$ cat config.mk
export PLATFORM = sky130hd
export DESIGN_NAME = instr_fetch_unit
export DESIGN_NICKNAME = d
export VERILOG_FILES = /design/src/rtl/cpu5_pkg.sv /design/src/rtl/instr_fetch_unit.sv
export SDC_FILE = /design/constraint.sdc
export NUM_CORES = 1
export LEC_CHECK = 0
export BUFFER_PORTS_ARGS = -buffer_cell sky130_fd_sc_hd__buf_4
export CORE_MARGIN = 2
export CORE_UTILIZATION = 42
export DETAILED_ROUTE_END_ITERATION = 10
export GPL_TIMING_DRIVEN = 0
export PLACE_DENSITY = 0.8
export SYNTH_ARGS = -nofsm -noshare
export SYNTH_HDL_FRONTEND = slang
export SYNTH_SLANG_ARGS = --single-unit
$ cat constraint.sdc
create_clock -name clk -period 1.4 [get_ports clk]
set_input_delay 0.35 -clock clk [delete_from_list [all_inputs] [get_ports clk]]
set_output_delay 0.35 -clock clk [all_outputs]
set_load 0.005 [all_outputs]
$ cat src/rtl/cpu5_pkg.sv
// Shared constants, fetch FSM state type and opcode-field helper
// for the 5-bit CPU fetch path.
package cpu5_pkg;

    localparam int CPU_ADDR_W = 3;
    localparam int CPU_DATA_W = 11;
    localparam int CPU_OPC_W  = 7;
    localparam logic [CPU_OPC_W-1:0] CPU_HALT_OPC = 7'b1111111;

    typedef enum logic [1:0] {
        IDLE   = 2'd0,
        RUN    = 2'd1,
        HALTED = 2'd2
    } fetch_state_t;

    function automatic logic [CPU_OPC_W-1:0] opc_field(
        input logic [CPU_DATA_W-1:0] word
    );
        return word[CPU_DATA_W-1 -: CPU_OPC_W];
    endfunction

endpackage

$ cat src/rtl/instr_fetch_unit.sv
// Instruction fetch: PC, RAM read address, IR with valid/ready output.
// Optional FETCH_COUNT_EN adds a saturating accepted-instruction counter.
module instr_fetch_unit
    import cpu5_pkg::*;
#(
    parameter int ADDR_W = cpu5_pkg::CPU_ADDR_W,
    parameter int DATA_W = cpu5_pkg::CPU_DATA_W,
    parameter int OPC_W  = cpu5_pkg::CPU_OPC_W,
    parameter logic [OPC_W-1:0] HALT_OPCODE = cpu5_pkg::CPU_HALT_OPC
) (
    input  logic                    clk,
    input  logic                    reset,
    input  logic                    start,
    output logic [ADDR_W-1:0]       Read_Address,
    input  logic [DATA_W-1:0]       Read_Data,
    input  logic                    redirect,
    input  logic [ADDR_W-1:0]       redirect_target,
    input  logic                    ir_ready,
    output logic                    ir_valid,
    output logic [DATA_W-1:0]       ir,
    output logic [ADDR_W-1:0]       ir_pc,
    output logic [OPC_W-1:0]        opcode,
    output logic [DATA_W-OPC_W-1:0] operand,
    output logic                    halted
`ifdef FETCH_COUNT_EN
    ,
    output logic [7:0]              fetch_count
`endif
);

    fetch_state_t      state, state_n;
    logic [ADDR_W-1:0] pc, pc_n;
    logic [ADDR_W-1:0] ir_pc_n;
    logic [DATA_W-1:0] ir_n;
    logic              valid_n;

    always_ff @(posedge clk) begin
        if (!reset) begin
            state    <= IDLE;
            pc       <= '0;
            ir       <= '0;
            ir_pc    <= '0;
            ir_valid <= 1'b0;
        end else begin
            state    <= state_n;
            pc       <= pc_n;
            ir       <= ir_n;
            ir_pc    <= ir_pc_n;
            ir_valid <= valid_n;
        end
    end

    always_comb begin
        state_n = state;
        pc_n    = pc;
        ir_n    = ir;
        ir_pc_n = ir_pc;
        valid_n = ir_valid;
        unique case (state)
            IDLE: begin
                if (start) begin
                    state_n = RUN;
                    pc_n    = '0;
                end
            end
            RUN: begin
                if (redirect) begin
                    pc_n    = redirect_target;
                    valid_n = 1'b0;
                end else if (!ir_valid || ir_ready) begin
                    ir_n    = Read_Data;
                    ir_pc_n = pc;
                    valid_n = 1'b1;
                    // halt word is delivered, but the pc stays on it
                    if (opc_field(Read_Data) == HALT_OPCODE) begin
                        state_n = HALTED;
                    end else begin
                        pc_n = pc + ADDR_W'(1);
                    end
                end
            end
            HALTED: begin
                if (redirect) begin
                    state_n = RUN;
                    pc_n    = redirect_target;
                    valid_n = 1'b0;
                end else if (ir_ready) begin
                    valid_n = 1'b0;
                end
            end
            default: begin
                state_n = IDLE;
            end
        endcase
    end

    assign Read_Address = pc;
    assign halted       = (state == HALTED);
    assign opcode       = ir[DATA_W-1 -: OPC_W];
    assign operand      = ir[DATA_W-OPC_W-1:0];

`ifdef FETCH_COUNT_EN
    always_ff @(posedge clk) begin
        if (!reset) begin
            fetch_count <= '0;
        end else if (ir_valid && ir_ready && fetch_count != 8'hFF) begin
            fetch_count <= fetch_count + 8'd1;
        end
    end
`endif

endmodule

==> impl_metrics.ini, run 1 <==
[sta]
min_period_ns = 1.45
fin_hold_ws_ns = 0.274
hold_violations = 0
max_freq_mhz = 691
worst_slack_ns = -0.0472
fin_crit_sh_pct = 103
slew_headroom_pct = 69.7
fin_skew_ns = 0.00116
slew_violations = 0
setup_violations = 4
worst_slew_pin_slew_ns = 0.453
rsz0062_at_grt = true

[floorplanning]
rows = 18
die_w_um = 55.5
die-area_sq_mm = 0.00308
initial_utilization_pct = 44.5
io_pins = 49
die_h_um = 55.5
core_sq_mm = 0.00250

[synth]
ys_seq_elements = 20
avgSynthCellArea_sq_um = 8.44
yosysSeqAreaShare_pct = 36.0
synth_area_sq_mm = 0.00111
synth_cell_types = 35
syn_nets = 156
synth_warnings = 0
postSynthCellCount = 132

[global_routing]
grt_max_degree = 13
grt_usage_pct = 18.7
grt.overflow.total = 0
grt_pass1_wl_um = 4720
grt_pass1_vias = 1054
antenna_found_initial = 0

[routing]
viasPerCell = 5.08
postRouteWirelength_um = 3120
drt_iter0_markers = 33
drtPass1Iterations = 4
ant_nets = 0
wl_per_cell_um = 13.9
drc = 0
num_vias = 1138

[worst_setup_path]
end_kind = flip-flop
worst-path-max-fanout = 4
path_depth = 6
crit_chain = inv_4 -> ha_4 -> nor2b_4 -> a21o_1 -> a211oi_4 -> mux2i_1
arrival_ns = 1.70
start_kind = flip-flop
crit_path_top_delay_cell = dfxtp_4
critPathTopFamily = compound AO/OA/AOI/OAI gates
critical-path-max-stage-delay_ns = 0.40
r2r_cells = 6
criticalPathCategory = flip-flop to flip-flop
cp.required_ns = 1.65
path_buf_inv = 1

[clock_tree]
numClockSinks = 20
clk_path_buf_depth = 2
cts_root_buf = clkbuf_4
clk_pin_slew_ns = 0.11
clkLatencyLatePin_ns = 0.31
cts-buffers-inserted = 3
h-tree-depth = 1
cts_tree = yes

[outcome]
outcome = complete, but fails checks
violations = setup timing

[pwr]
finalPower_w = 0.00200
max-vdd-ir-drop_uv = 852
p_leak_nw = 0.811
power_density_mw_per_mm2 = 1140

[final_layout]
drive_gt1_share_pct = 49.0
area_growth_pct = 56.7
final_util_pct = 69.8
finalNonFillerCells = 224
nets = 219
antennaDiodeCount = 0

[place]
place_ws_ns = -0.120
globalplace.congestion = 0.807
dp_cells = 209
port_buffers = 47
dp_hpwl_um = 2090

[worst_hold_path]
min_path_cells = 3
hp-class = input pin to flip-flop

[run]
drv_cap = 0
-- worst register-to-register path, stage by stage, from the launching register on --
cell and delay (ns):
dfxtp_4 0.40, inv_4 0.05, ha_4 0.15, nor2b_4 0.12, a21o_1 0.19, a211oi_4 0.26
mux2i_1 0.22
-- layout by cell type (no fill, tap or decap), types with 3 or more instances in the layout --
| cell | count |
|---|---|
| buf_4 | 66 |
| nand2_1 | 34 |
| dfxtp_1 | 18 |
| a21boi_1 | 11 |
| buf_6 | 6 |
| nand3_1 | 5 |
| nor2_1 | 5 |
| mux2i_1 | 4 |
| clkbuf_4 | 3 |
-- where the power goes --
part	switching, W	internal [W]	leakage (nW)
clock network	0.000189	0.000290	0.0279
registers	0.0000451	0.000624	0.163
logic	0.000357	0.000492	0.619
total	0.000591	0.00141	0.811
-- kinds of logic (layout without fill, tap and decap cells) --
logic type               Yosys count  count (layout)  share of synthesized area [%]
AO/OA/AOI/OAI                     25              25                           17.4
XOR/XNOR                           1               1                          0.787
adder cells (fa/ha/maj)            5               5                           5.62
buffers and inverters             20              82                           11.9
flip-flops                        20              20                           36.0
multiplexers                       5               5                           4.61
AND/OR/NAND/NOR                   56              56                           23.7
-- registers in the layout, indices dropped and copies added, names as in the netlist --
name,count
Read_Address,3
state,2
ir_valid,1
ir_pc,3
ir,11
-- synthesized netlist by cell type --
library cell  instances  area [sq um]
a22o_1                1          8.76
a21o_1                1          7.51
nor2b_1               3          18.8
nand2b_4              1          13.8
nor2_4                1          11.3
nor2_1                5          18.8
or2b_1                1          7.51
ha_1                  5          62.6
xnor2_1               1          8.76
a21boi_1              9          67.6
dfxtp_1              20           400
buf_4                13          97.6
buf_2                 1          5.00
nand2_2               1          6.26
clkbuf_1              2          7.51
a21boi_0              5          37.5
inv_1                 2          7.51
nand2b_1              2          12.5
and2b_4               1          10.0
a211oi_4              1          20.0
mux2i_1               4          40.0
o211ai_1              1          7.51
nor4_1                1          6.26
nand4_1               1          6.26
nand2_1              34           128
inv_2                 1          3.75
a2bb2oi_1             1          8.76
nand3_1               5          25.0
mux2_2                1          11.3
a21oi_1               2          10.0
a32o_1                1          10.0
o21ai_0               1          5.00
buf_6                 1          11.3
o22ai_1               1          6.26
o21ai_1               1          5.00
-- worst paths after layout --
kind	startpoint	end	slack, ns
setup reg to reg	state[1]	Read_Address[0]	-0.05
hold reg to reg	ir_pc[0]	ir_pc[0]	0.48
setup / recovery	state[1]	Read_Address[0]	-0.05
hold / removal	Read_Data[3]	ir[3]	0.27
-- metal layers --
layer / vias up / wire (um) / global-route usage (%)
li1: 550 / - / -
met1: 530 / 1240 / 20.3
met2: 52 / 1610 / 35.7
met3: 6 / 226 / 4.68
met4: 0 / 50 / 4.18
met5: - / 0 / 0
-- repair_timing --
item                       CTS  global route
pin swaps                    2             7
gates cloned                 0             1
hold buffers                 0             0
resized for setup           12            10
buffers inserted             4             6
setup endpoints to repair   16            17
-- final cells by class --
class | instances | area (sq um)
buffer | 17 | 135
clock buffer | 3 | 22.5
clock inverter | 1 | 30.0
fill | 214 | 754
inverter | 3 | 13.8
multi-input combinational | 92 | 646
sequential | 20 | 405
tap | 30 | 37.5
timing repair buffer | 58 | 455
-- metrics by stage --
step	cell area [sq um]	TNS, ns
after global placement	1520	-0.217
after detailed placement	1520	-0.547
after global routing	1750	-0.634
after floorplan	1130	0
final	1750	-0.171
after CTS	1650	-0.281
No activity file was read; power rests on OpenSTA's default activity.
==> run 2, diff against run 1 <==
--- a/config.mk
+++ b/config.mk
@@ -8,9 +8,11 @@
 export BUFFER_PORTS_ARGS = -buffer_cell sky130_fd_sc_hd__buf_4
 export CORE_MARGIN = 2
 export CORE_UTILIZATION = 42
+export CTS_CLUSTER_SIZE = 8
 export DETAILED_ROUTE_END_ITERATION = 10
 export GPL_TIMING_DRIVEN = 0
 export PLACE_DENSITY = 0.8
+export SKIP_LAST_GASP = 1
 export SYNTH_ARGS = -nofsm -noshare
 export SYNTH_HDL_FRONTEND = slang
 export SYNTH_SLANG_ARGS = --single-unit
==> run 2 against run 1 <==
  * The flow still finishes with violations (setup timing)
  * Clock skew grew 0.0012 ns
  * Die area is the same
  * Critical path depth is the same
  * Final cell count is the same
  * Wire length shrank 0.26%
  * First-iteration DRC count grew 18%
  * Flip-flop and latch count is the same
==> impl_metrics.ini, run 2 (synthesized netlist as in run 1, its figures left out) <==
[final_layout]
area_growth_pct = 56.4
final_common_cell = buf_4
final_cell_mix = buf_4 (66), nand2_1 (34), dfxtp_1 (18), a21boi_1 (10), buf_6 (6)
antennaDiodeCount = 0
largest_reg_flops = 11
top_register = ir
final_util_pct = 69.7
nets = 219
drive_gt1_share_pct = 48.5

[sta]
fin_skew_ns = 0.00240
slew_violations = 0
slew_headroom_pct = 69.9
fin_crit_sh_pct = 103
setup_tns_ns = -0.170
max_freq_mhz = 691
rsz0062_at_grt = true
worst_slack_ns = -0.0462
worst_slew_pin_slew_ns = 0.451
hold_violations = 0
min_period_ns = 1.45
setup_violations = 4

[routing]
num_vias = 1136
ant_nets = 0
drc = 0
wl_per_cell_um = 13.9
drt_iter0_markers = 39
postRouteWirelength_um = 3110
drtPass1Iterations = 4
viasPerCell = 5.07

[worst_hold_path]
hp-class = input pin to flip-flop
min_path_cells = 3

[worst_setup_path]
crit_chain = inv_4 -> ha_4 -> nor2b_4 -> a21o_1 -> a211oi_4 -> mux2i_1
arrival_ns = 1.70
criticalPathCategory = flip-flop to flip-flop
r2r_cells = 6
end_kind = flip-flop
start_kind = flip-flop
crit_path_top_delay_cell = dfxtp_4
cp.required_ns = 1.65
critical-path-max-stage-delay_ns = 0.40
worst-path-max-fanout = 4

[floorplanning]
rows = 18
die-area_sq_mm = 0.00308
die_h_um = 55.5
io_pins = 49
initial_utilization_pct = 44.5
core_sq_mm = 0.00250
die_w_um = 55.5

[place]
globalplace.congestion = 0.807
port_buffers = 47
dp_hpwl_um = 2090

[outcome]
outcome = complete, but fails checks
violations = setup timing

[clock_tree]
clk_pin_slew_ns = 0.12
cts_tree = yes
clkLatencyLatePin_ns = 0.31
clk_path_buf_depth = 2
ctsHoldBuffers = 0
h-tree-depth = 1
cts_root_buf = clkbuf_4
numClockSinks = 20
cts-buffers-inserted = 3

[pwr]
power_density_mw_per_mm2 = 1150
p_leak_nw = 0.809
finalPower_w = 0.00199
max-vdd-ir-drop_uv = 858

[run]
drv_cap = 0

[global_routing]
grt_max_degree = 13
grt_pass1_wl_um = 4720
grt_pass1_vias = 1054
grt_usage_pct = 18.7
grt.overflow.total = 0
antenna_found_initial = 0
## run 2: cell counts in the layout (fill, tap and decap cells not counted)
Identical to the previous run, type by type.
## run 2: final timing paths
check                     from  slack [ns]               to
hold reg to reg       ir_pc[2]        0.48         ir_pc[2]
setup reg to reg      state[1]       -0.05  Read_Address[0]
setup / recovery      state[1]       -0.05  Read_Address[0]
hold / removal    Read_Data[3]        0.27            ir[3]
## run 2: critical path, delay by kind of cell (launching register included)
kind	cells	cell delay [ns]
buffers and inverters	1	0.05
multiplexers	1	0.21
flip-flops	1	0.40
AO/OA/AOI/OAI	2	0.45
adder cells (fa/ha/maj)	1	0.15
AND/OR/NAND/NOR	1	0.12
## run 2: through the flow
stage               worst slack [ns]  instance area (sq um)  hold WS, ns  cells
floorplan                    0.00238                   1130        0.451    132
global placement             -0.0576                   1520        0.452    209
detailed placement            -0.120                   1520        0.462    209
CTS                          -0.0700                   1650        0.268    217
global route                  -0.125                   1740        0.273    224
finish                       -0.0462                   1740        0.274    224
## run 2: power by group
| part | total (W) | switching (W) | internal (W) |
|---|---|---|---|
| sequential | 0.000669 | 0.0000451 | 0.000624 |
| combinational | 0.000846 | 0.000355 | 0.000491 |
| clock | 0.000480 | 0.000190 | 0.000290 |
| total | 0.00199 | 0.000590 | 0.00140 |
## run 2: layer usage
metal  global-route usage [%]  wire (um)
met1                     20.3       1220
met2                     35.7       1610
met3                     4.68        237
met4                     4.18         50
met5                        0          0
## run 2: final cells by class
type | instances | area (sq um)
buffer | 17 | 135
clock buffer | 3 | 22.5
clock inverter | 1 | 30.0
fill | 212 | 758
inverter | 3 | 13.8
multi-input combinational | 92 | 642
sequential | 20 | 405
tap | 30 | 37.5
timing repair buffer | 58 | 455
## run 2: what timing repair did
action,in CTS,in global routing
buffers inserted,4,6
gates cloned,0,1
gates resized for setup,12,7
pin swaps,2,5
endpoints found under the setup margin,16,17
